## src/rtl/uart_rx_frame_parser.sv

```systemverilog
// -----------------------------------------------------------------------------
// uart_rx_frame_parser
//
// Purpose:
//   Consumes the per-byte event/data stream of a UART receiver and delimits
//   frames of the form SOF0, SOF1, LEN, PAYLOAD[LEN], CHK. The payload is
//   buffered internally and only released on a valid/ready byte stream once
//   the frame checksum (LEN + sum of payload, mod 256) matches CHK.
//   Checksum, length, inter-byte timeout and overrun errors are reported as
//   mutually exclusive single-cycle pulses; good frames are counted.
//
// Ports:
//   mclk            system clock, all logic on the rising edge
//   mrst_n          asynchronous active-low reset
//   uart_rx_evt_i   one-cycle strobe, uart_rx_data_i holds a new byte
//   uart_rx_data_i  received byte
//   frm_data_o      payload byte (0 while frm_valid_o is low)
//   frm_valid_o     frm_data_o valid
//   frm_last_o      current byte is the last payload byte
//   frm_ready_i     downstream accepts the byte
//   frm_len_o       LEN of the frame being drained, stable during the drain
//   frm_busy_o      parser is in any state other than IDLE
//   chk_err_o       pulse: checksum mismatch
//   len_err_o       pulse: LEN == 0 or LEN > MAX_LEN
//   tmo_err_o       pulse: inter-byte timeout
//   drop_err_o      pulse: byte received while draining, discarded
//   frm_cnt_o       good-frame counter, wraps at 16 bits
// -----------------------------------------------------------------------------
module uart_rx_frame_parser #(
  parameter logic [31:0] MAIN_CLK_RATE = 32'd100_000_000,
  parameter logic [31:0] BAUD_CLK_RATE = 32'd115200,
  parameter int          MAX_LEN       = 64,
  parameter int          TIMEOUT_BYTES = 4,
  parameter logic [7:0]  SOF0          = 8'h55,
  parameter logic [7:0]  SOF1          = 8'hAA
) (
  input  logic        mclk,
  input  logic        mrst_n,
  input  logic        uart_rx_evt_i,
  input  logic [7:0]  uart_rx_data_i,
  output logic [7:0]  frm_data_o,
  output logic        frm_valid_o,
  output logic        frm_last_o,
  input  logic        frm_ready_i,
  output logic [7:0]  frm_len_o,
  output logic        frm_busy_o,
  output logic        chk_err_o,
  output logic        len_err_o,
  output logic        tmo_err_o,
  output logic        drop_err_o,
  output logic [15:0] frm_cnt_o
);

  localparam int PTR_W = $clog2(MAX_LEN) + 1;
  localparam int AW    = (MAX_LEN > 1) ? $clog2(MAX_LEN) : 1;

  // 10 bit times per UART byte; computed in 64 bits so large clock rates
  // do not overflow. Clamped to at least one cycle.
  localparam longint TMO_CYC_L = (longint'(TIMEOUT_BYTES) * 10 * longint'(MAIN_CLK_RATE))
                                 / longint'(BAUD_CLK_RATE);
  localparam longint TMO_CYC_C = (TMO_CYC_L < 1) ? 1 : TMO_CYC_L;
  localparam int     TMO_W     = $clog2(TMO_CYC_C + 1);
  localparam logic [TMO_W-1:0] TMO_LAST = TMO_W'(TMO_CYC_C - 1);

  localparam logic [8:0] MAX_LEN_V = 9'(MAX_LEN);

  localparam logic [2:0] ST_IDLE  = 3'd0;
  localparam logic [2:0] ST_SOF1  = 3'd1;
  localparam logic [2:0] ST_LEN   = 3'd2;
  localparam logic [2:0] ST_PAY   = 3'd3;
  localparam logic [2:0] ST_CHK   = 3'd4;
  localparam logic [2:0] ST_DRAIN = 3'd5;

  logic [2:0]       state_reg,    state_next;
  logic [7:0]       len_reg,      len_next;
  logic [7:0]       sum_reg,      sum_next;
  logic [PTR_W-1:0] wr_ptr_reg,   wr_ptr_next;
  logic [PTR_W-1:0] rd_ptr_reg,   rd_ptr_next;
  logic [TMO_W-1:0] timer_reg,    timer_next;
  logic             valid_reg,    valid_next;
  logic             last_reg,     last_next;
  logic [15:0]      cnt_reg,      cnt_next;
  logic             chk_err_reg,  chk_err_next;
  logic             len_err_reg,  len_err_next;
  logic             tmo_err_reg,  tmo_err_next;
  logic             drop_err_reg, drop_err_next;

  // Payload buffer: plain array with registered, enabled read so it maps
  // onto block RAM. The read register doubles as the output data register.
  logic [7:0]       pay_mem [0:MAX_LEN-1];
  logic [7:0]       rd_data_reg;
  logic             wr_en;
  logic             rd_en;
  logic [AW-1:0]    wr_addr;
  logic [AW-1:0]    rd_addr;

  logic [PTR_W-1:0] wr_ptr_inc;
  logic [PTR_W-1:0] rd_ptr_inc;
  logic             timer_active;
  logic             tmo_hit;

  assign wr_ptr_inc   = wr_ptr_reg + PTR_W'(1);
  assign rd_ptr_inc   = rd_ptr_reg + PTR_W'(1);
  assign timer_active = (state_reg == ST_SOF1) || (state_reg == ST_LEN) ||
                        (state_reg == ST_PAY)  || (state_reg == ST_CHK);
  // A byte arriving in the expiry cycle wins over the timeout.
  assign tmo_hit      = timer_active && !uart_rx_evt_i && (timer_reg == TMO_LAST);

  always_comb begin
    state_next    = state_reg;
    len_next      = len_reg;
    sum_next      = sum_reg;
    wr_ptr_next   = wr_ptr_reg;
    rd_ptr_next   = rd_ptr_reg;
    valid_next    = valid_reg;
    last_next     = last_reg;
    cnt_next      = cnt_reg;
    chk_err_next  = 1'b0;
    len_err_next  = 1'b0;
    tmo_err_next  = 1'b0;
    drop_err_next = 1'b0;
    wr_en         = 1'b0;
    rd_en         = 1'b0;
    wr_addr       = wr_ptr_reg[AW-1:0];
    rd_addr       = '0;
    // Timer restarts on every accepted byte and idles at zero outside the
    // frame-collection states.
    timer_next    = (timer_active && !uart_rx_evt_i) ? timer_reg + TMO_W'(1) : '0;

    case (state_reg)
      ST_IDLE: begin
        if (uart_rx_evt_i && uart_rx_data_i == SOF0) state_next = ST_SOF1;
      end
      ST_SOF1: begin
        if (uart_rx_evt_i) begin
          if (uart_rx_data_i == SOF1)      state_next = ST_LEN;
          else if (uart_rx_data_i == SOF0) state_next = ST_SOF1;
          else                             state_next = ST_IDLE;
        end
      end
      ST_LEN: begin
        if (uart_rx_evt_i) begin
          if (uart_rx_data_i == 8'd0 || {1'b0, uart_rx_data_i} > MAX_LEN_V) begin
            len_err_next = 1'b1;
            state_next   = ST_IDLE;
          end else begin
            len_next    = uart_rx_data_i;
            sum_next    = uart_rx_data_i;
            wr_ptr_next = '0;
            state_next  = ST_PAY;
          end
        end
      end
      ST_PAY: begin
        if (uart_rx_evt_i) begin
          wr_en       = 1'b1;
          sum_next    = sum_reg + uart_rx_data_i;
          wr_ptr_next = wr_ptr_inc;
          if (9'(wr_ptr_inc) == {1'b0, len_reg}) state_next = ST_CHK;
        end
      end
      ST_CHK: begin
        if (uart_rx_evt_i) begin
          if (uart_rx_data_i == sum_reg) begin
            // Prefetch the first payload byte so valid rises on the very
            // next cycle with data already in place.
            cnt_next    = cnt_reg + 16'd1;
            rd_ptr_next = '0;
            rd_en       = 1'b1;
            rd_addr     = '0;
            valid_next  = 1'b1;
            last_next   = (len_reg == 8'd1);
            state_next  = ST_DRAIN;
          end else begin
            chk_err_next = 1'b1;
            state_next   = ST_IDLE;
          end
        end
      end
      ST_DRAIN: begin
        if (uart_rx_evt_i) drop_err_next = 1'b1;
        if (valid_reg && frm_ready_i) begin
          if (last_reg) begin
            valid_next = 1'b0;
            last_next  = 1'b0;
            state_next = ST_IDLE;
          end else begin
            rd_ptr_next = rd_ptr_inc;
            rd_en       = 1'b1;
            rd_addr     = rd_ptr_inc[AW-1:0];
            last_next   = (9'(rd_ptr_inc) + 9'd1 == {1'b0, len_reg});
          end
        end
      end
      default: state_next = ST_IDLE;
    endcase

    if (tmo_hit) begin
      tmo_err_next = 1'b1;
      timer_next   = '0;
      state_next   = ST_IDLE;
    end
  end

  always_ff @(posedge mclk or negedge mrst_n) begin
    if (!mrst_n) begin
      state_reg    <= ST_IDLE;
      len_reg      <= '0;
      sum_reg      <= '0;
      wr_ptr_reg   <= '0;
      rd_ptr_reg   <= '0;
      timer_reg    <= '0;
      valid_reg    <= 1'b0;
      last_reg     <= 1'b0;
      cnt_reg      <= '0;
      chk_err_reg  <= 1'b0;
      len_err_reg  <= 1'b0;
      tmo_err_reg  <= 1'b0;
      drop_err_reg <= 1'b0;
    end else begin
      state_reg    <= state_next;
      len_reg      <= len_next;
      sum_reg      <= sum_next;
      wr_ptr_reg   <= wr_ptr_next;
      rd_ptr_reg   <= rd_ptr_next;
      timer_reg    <= timer_next;
      valid_reg    <= valid_next;
      last_reg     <= last_next;
      cnt_reg      <= cnt_next;
      chk_err_reg  <= chk_err_next;
      len_err_reg  <= len_err_next;
      tmo_err_reg  <= tmo_err_next;
      drop_err_reg <= drop_err_next;
    end
  end

  // No reset on the buffer; stale contents are masked by valid_reg.
  always_ff @(posedge mclk) begin
    if (wr_en) pay_mem[wr_addr] <= uart_rx_data_i;
    if (rd_en) rd_data_reg <= pay_mem[rd_addr];
  end

  assign frm_data_o  = valid_reg ? rd_data_reg : 8'h00;
  assign frm_valid_o = valid_reg;
  assign frm_last_o  = last_reg;
  assign frm_len_o   = len_reg;
  assign frm_busy_o  = (state_reg != ST_IDLE);
  assign chk_err_o   = chk_err_reg;
  assign len_err_o   = len_err_reg;
  assign tmo_err_o   = tmo_err_reg;
  assign drop_err_o  = drop_err_reg;
  assign frm_cnt_o   = cnt_reg;

endmodule

```

## config.mk

```make
export PLATFORM = sky130hd
export DESIGN_NAME = uart_rx_frame_parser
export DESIGN_NICKNAME = d
export VERILOG_FILES = /design/src/rtl/uart_rx_frame_parser.sv
export SDC_FILE = /design/constraint.sdc
export NUM_CORES = 1
export LEC_CHECK = 0
export BUFFER_PORTS_ARGS = -buffer_cell sky130_fd_sc_hd__buf_2
export CAP_MARGIN = 0
export CORE_MARGIN = 1.5
export CORE_UTILIZATION = 45
export DETAILED_ROUTE_END_ITERATION = 16
export SETUP_SLACK_MARGIN = 0.02
export SYNTH_ARGS = -nofsm -noshare
export SYNTH_HDL_FRONTEND = slang
export SYNTH_SLANG_ARGS = --single-unit
```

## constraint.sdc

```tcl
create_clock -name mclk -period 4.4 [get_ports mclk]
set_clock_uncertainty 0.2 [all_clocks]
set_input_delay 0.66 -clock mclk [delete_from_list [all_inputs] [get_ports mclk]]
set_output_delay 0.66 -clock mclk [all_outputs]
set_load 0.005 [all_outputs]
```

==> flow_summary.toml, run 1 <==
[setup_path]
crit_path_start_kind = "flop"
r2r_slack_ps = 470
crit_start = "state_reg[0]"
cp.required_ps = 4580
endpoint = "rd_data_reg[4]"
r2r_end = "rd_data_reg[4]"
arrival_ps = 4110
cp-end-kind = "flop"
path_max_fanout = 14
worstReg2RegStart = "state_reg[0]"
r2r_cells = 7
critical_path_class = "reg2reg"

[place]
place_ws_ps = 492
hpwl_um = 46000
gp_congestion = 0.911
place_area_um2 = 26100
io_buffer_count = 50

[power_and_ir_drop]
total_power_w = 0.0113
cellInternalPower_w = 0.00888
power.density_nw_per_um2 = 405
p_clk_share_pct = 42.8
combPwrFrac_pct = 2.9
p_switching_w = 0.00247
p_leak_nw = 10.0
seqPwrFrac_pct = 54.3
p_sw_share_pct = 21.8
peakVddDrop_v = 0.000332

[die]
dieHeight_um = 237
start_util_pct = 45.7
rows = 85
dieArea_um2 = 56200
core-area_um2 = 54000
design.portCount = 51
die_x_um = 237

[cts]
cts_num_sinks = 591
cts_resized = 0
insertion_delay_ps = 650
cts_tree = "yes"
postCtsSetupBuffers = 0
cts_made_buffers = 60
cts_root_buffer = "clkbuf_16"
clk_pin_slew_ps = 60
htree_levels = 2
clockBufferDepth = 3

[hold_path]
hold_class = "in2reg"

[routing]
wl_um = 71200
dr_total_vias = 15824
drc = 0
firstDrtPassIters = 9
drt-vias-per-instance = 6.09
routedWlPerCell_um = 27.4
ant_nets = 0
drtIter0Drc = 1974

[logic_synthesis]
synth_warnings = 0
synth.most_common_cell = "edfxtp_1"
syn_avg_cell_area_um2 = 14.1
syn-num-nets = 1777
ys.flop_type = "edfxtp_1"
netlist_area_um2 = 24700
yosysSeqAreaShare_pct = 70.5
ys_top_cells_by_count = "edfxtp_1, nand2_1, nor2_1"
ys_top_cells_by_area = "edfxtp_1, dfrtp_1, mux2i_1"
netlist_instances = 1750
yosys.cell_types.count = 81
synth_top_cell_area_share_pct = 63.3
synth_async_sr_flop_share_pct = 12.0
yosys_register_bits = 591
synth_top_area_cell = "edfxtp_1"
synth_edf_count = 520

[sta]
finalSetupViolations = 0
slew_headroom_pct = 35.4
fin_ws_ps = 469
rsz0062_at_grt = "false"
fin_crit_ps = 3930
max_freq_ghz = 0.254
worstMarginPinSlew_ps = 965
maxSlewViolCount = 0
setup-tns-final_ps = 0
fin_crit_sh_pct = 89.3
hold_viol = 0

[global_route]
grt_pass1_wl_um = 104000
antenna_found_initial = 3
overflow = 0
grt_max_degree = 68
grt_pass1_vias = 15300
grtUsageTotal_pct = 25.3

[layout]
largest_reg_flops = 512
nFillCells = 4541
multi_input_area_um2 = 6880
regArea_um2 = 17400
fin_area_um2 = 28000
nets = 1880
syn2layout_area_growth_pct = 13.5
drive_gt1_share_pct = 14.4
fin_util_pct = 51.8
diodes = 0

[job]
drv_cap = 0

[status]
status = "complete, no violations"
-- metal layers --
| layer | track usage (%) | routed length, um | vias up |
|---|---|---|---|
| met1 | 35.5 | 29700 | 8014 |
| met2 | 40.1 | 33100 | 733 |
| met4 | 7.84 | 2230 | 0 |
| met3 | 5.14 | 6170 | 148 |
| met5 | 0 | 0 | - |
| li1 | - | - | 6929 |
-- power by group through the flow --
| stage | combinational [W] | sequential, W | clock [W] |
|---|---|---|---|
| after global routing | 0.000354 | 0.00616 | 0.00513 |
| after floorplan | 0.000158 | 0.00625 | 0 |
| final | 0.000327 | 0.00616 | 0.00485 |
| after global placement | 0.000316 | 0.00628 | 0 |
| after detailed placement | 0.000326 | 0.00628 | 0 |
| after CTS | 0.000327 | 0.00616 | 0.00491 |
-- worst min-delay path by stage --
stage | to | startpoint | cells after the start | slack (ps)
2_1_floorplan | chk_err_o | mrst_n | 0 | 160
3_3_place_gp | frm_cnt_o[15] | frm_cnt_o[15] | 1 | 260
3_5_place_dp | sum_reg[4] | sum_reg[4] | 2 | 280
4_1_cts | len_err_o | uart_rx_evt_i | 3 | 180
5_1_grt | len_err_o | uart_rx_evt_i | 3 | 220
6_report | len_err_o | uart_rx_evt_i | 3 | 210
-- cell families (layout without fill, tap and decap cells) --
| logic type | after synthesis | after routing | synth area share [%] |
|---|---|---|---|
| muxes | 120 | 120 | 5.35 |
| AOI/OAI and AO/OA | 310 | 310 | 9.03 |
| DFF | 591 | 591 | 70.5 |
| and+or+nand+nor | 551 | 551 | 10.5 |
| adders and majority gates | 15 | 15 | 0.791 |
| buffers and inverters | 108 | 259 | 1.86 |
| xor gates and xnor gates | 55 | 55 | 1.98 |
-- through the flow --
stage,instances,hold slack (ps)
after global routing,2597,216
after CTS,2597,180
after floorplan,1750,164
after detailed placement,2486,284
after global placement,2486,257
final,2597,210
-- final cells by class --
class                           count  share of cell area (%)
Timing Repair Buffer              133                    3.32
Clock buffer                       78                    5.64
Tap cell                          696                    3.11
Inverter                           16                   0.215
Clock inverter                     32                   0.979
Multi-Input combinational cell   1051                    24.6
Sequential cell                   591                    62.2
-- layout by cell type, fill, tap and decap left out, types with 7 or more instances in the layout --
| master | n |
|---|---|
| a2111oi_0 | 9 |
| a211oi_1 | 8 |
| a21oi_1 | 41 |
| a221oi_1 | 13 |
| a222oi_1 | 7 |
| a22oi_1 | 16 |
| a31oi_1 | 30 |
| a32oi_1 | 20 |
| and2_1 | 21 |
| and3_1 | 21 |
| buf_2 | 49 |
| buf_4 | 79 |
| clkbuf_1 | 17 |
| clkbuf_16 | 60 |
| clkinv_1 | 10 |
| clkinv_2 | 10 |
| dfrtp_1 | 70 |
| edfxtp_1 | 520 |
| ha_1 | 14 |
| inv_1 | 16 |
| mux2_2 | 25 |
| mux2i_1 | 88 |
| mux4_2 | 7 |
| nand2_1 | 225 |
| nand3_1 | 45 |
| nand4_1 | 15 |
| nor2_1 | 130 |
| nor2b_1 | 7 |
| nor3_1 | 24 |
| o2111ai_1 | 8 |
| o211ai_1 | 17 |
| o21ai_0 | 49 |
| o221ai_1 | 12 |
| o22ai_1 | 13 |
| o31ai_1 | 9 |
| or3_1 | 15 |
| xnor2_1 | 29 |
| xor2_1 | 24 |
-- critical path: stages, from the launching register on --
cell and delay [ps]:
dfrtp_1 570, and3b_1 400, nand2_1 450, a311o_1 550
o21ai_0 190, a221oi_1 690, a22oi_1 320, a41o_1 300
-- what timing repair did --
item	CTS	global route
endpoints found under the hold margin	40	0
hold buffers	1	0
setup endpoints to repair	0	0
No activity file was read; power rests on OpenSTA's default activity.
==> run 2, diff against run 1 <==
clock period = 4.15 ns   (was 4.4 ns; I/O delays follow)
==> flow_summary.toml, run 2 (synthesis gave the netlist of run 1 again) <==
[global_route]
grt_max_degree = 72
antenna_found_initial = 4
grt_pass1_vias = 15443
overflow = 0
grtUsageTotal_pct = 25.7
grt_pass1_wl_um = 105000

[routing]
wl_um = 72000
drc = 0
dr_total_vias = 15894
drt-vias-per-instance = 6.07
ant_nets = 0
firstDrtPassIters = 8
drtIter0Drc = 1842
routedWlPerCell_um = 27.5

[job]
drv_cap = 0

[power_and_ir_drop]
p_sw_share_pct = 20.8
combPwrFrac_pct = 2.9
power.density_nw_per_um2 = 440
p_clk_share_pct = 44.6
cellInternalPower_w = 0.00985
peakVddDrop_v = 0.000357
seqPwrFrac_pct = 52.4
p_switching_w = 0.00258
p_leak_nw = 10.2

[die]
rows = 85
dieArea_um2 = 56200
core-area_um2 = 54000
start_util_pct = 45.7
dieHeight_um = 237
design.portCount = 51
die_x_um = 237

[sta]
setup-tns-final_ps = 0
max_freq_ghz = 0.266
fin_ws_ps = 392
finalSetupViolations = 0
maxSlewViolCount = 0
whs_ps = 138
fin_crit_ps = 3760
rsz0062_at_grt = "false"
worstMarginPinSlew_ps = 963
slew_headroom_pct = 34.9
fin_crit_sh_pct = 90.6
hold_viol = 0

[layout]
regArea_um2 = 17400
drive_gt1_share_pct = 15.6
mostFrequentLayoutCells = "edfxtp_1, nand2_1, nor2_1, buf_4, mux2i_1"
syn2layout_area_growth_pct = 14.7
multi_input_area_um2 = 6880
nets = 1897
mostFrequentLayoutCell = "edfxtp_1"
largest_reg_flops = 512
diodes = 0
nFillCells = 4567

[cts]
cts_tree = "yes"
clockBufferDepth = 3
cts_made_buffers = 61
postCtsSetupBuffers = 0
insertion_delay_ps = 620
cts_num_sinks = 591
htree_levels = 2
clk_pin_slew_ps = 70
cts_root_buffer = "clkbuf_16"

[setup_path]
critical_path_class = "reg2reg"
worstPathCellList = "and3b_1 > nand2_1 > a311o_1 > buf_4 > o221ai_1 > o22ai_1 > a2111oi_0 > a22o_1"
path_max_fanout = 17
cp.required_ps = 4440
crit_path_start_kind = "flop"
worst_path_max_delay_cell = "a2111oi_0"
arrival_ps = 4050
cp-end-kind = "flop"
cpPeakStageDelay_ps = 660

[place]
hpwl_um = 47300
gp_congestion = 0.925
io_buffer_count = 50
place_ws_ps = 345

[hold_path]
hold_class = "in2reg"

[status]
status = "complete, no violations"
==> run 2: final cells by class <==
cell class,instances,area share [%]
Timing Repair Buffer,149,3.71
Clock buffer,79,5.92
Tap cell,696,3.08
Inverter,16,0.212
Multi-Input combinational cell,1051,24.3
Clock inverter,36,1.26
Sequential cell,591,61.5
==> run 2: path summary, 6_finish.rpt <==
check	slack, ps	to	depth (start not counted)	start
worst max register to register	390	rd_data_reg[1]	8	state_reg[2]
min in group asynchronous	480	timer_reg[9]	2	mrst_n
worst min register to register	290	sum_reg[0]	2	sum_reg[0]
worst max-delay path	390	rd_data_reg[1]	8	state_reg[2]
max in group asynchronous	2550	rd_ptr_reg[0]	2	mrst_n
worst min-delay path	140	pay_mem[59][4]	1	uart_rx_data_i[4]
==> run 2: per-stage QoR <==
step                cell area (um2)  instances  util [%]  total power [W]
floorplan                     24700       1750         -          0.00680
global placement              26200       2502      48.6          0.00700
detailed placement            26200       2502      48.6          0.00701
CTS                           28300       2618      52.4           0.0125
global route                  28300       2618      52.4           0.0128
finish                        28300       2618      52.4           0.0124
==> run 2: power groups by stage <==
stage                     logic (W)  registers [W]  clock network (W)
after detailed placement   0.000363        0.00664                  0
after global routing       0.000396        0.00652            0.00584
after floorplan            0.000168        0.00663                  0
after CTS                  0.000365        0.00652            0.00561
final                      0.000364        0.00652            0.00555
after global placement     0.000356        0.00664                  0
==> run 2: worst max-delay path, delay by kind of cell (launching register included) <==
kind / cells / cell delay (ps)
AO/OA/AOI/OAI: 5 / 1790
AND/OR/NAND/NOR: 2 / 780
flip-flops: 1 / 570
buffers and inverters: 1 / 280
==> run 2: routing by layer <==
layer	vias to the layer above	global-route usage, %	wire (um)
met3	123	4.74	6050
met5	-	0	8
li1	6980	-	-
met1	8090	35.4	29500
met2	699	41.5	34300
met4	2	8.40	2120
==> run 2: timing repair <==
item,4_1_cts,5_1_grt
resized for setup,0,0
endpoints found under the hold margin,71,0
hold buffers,1,0
endpoints found under the setup margin,0,0
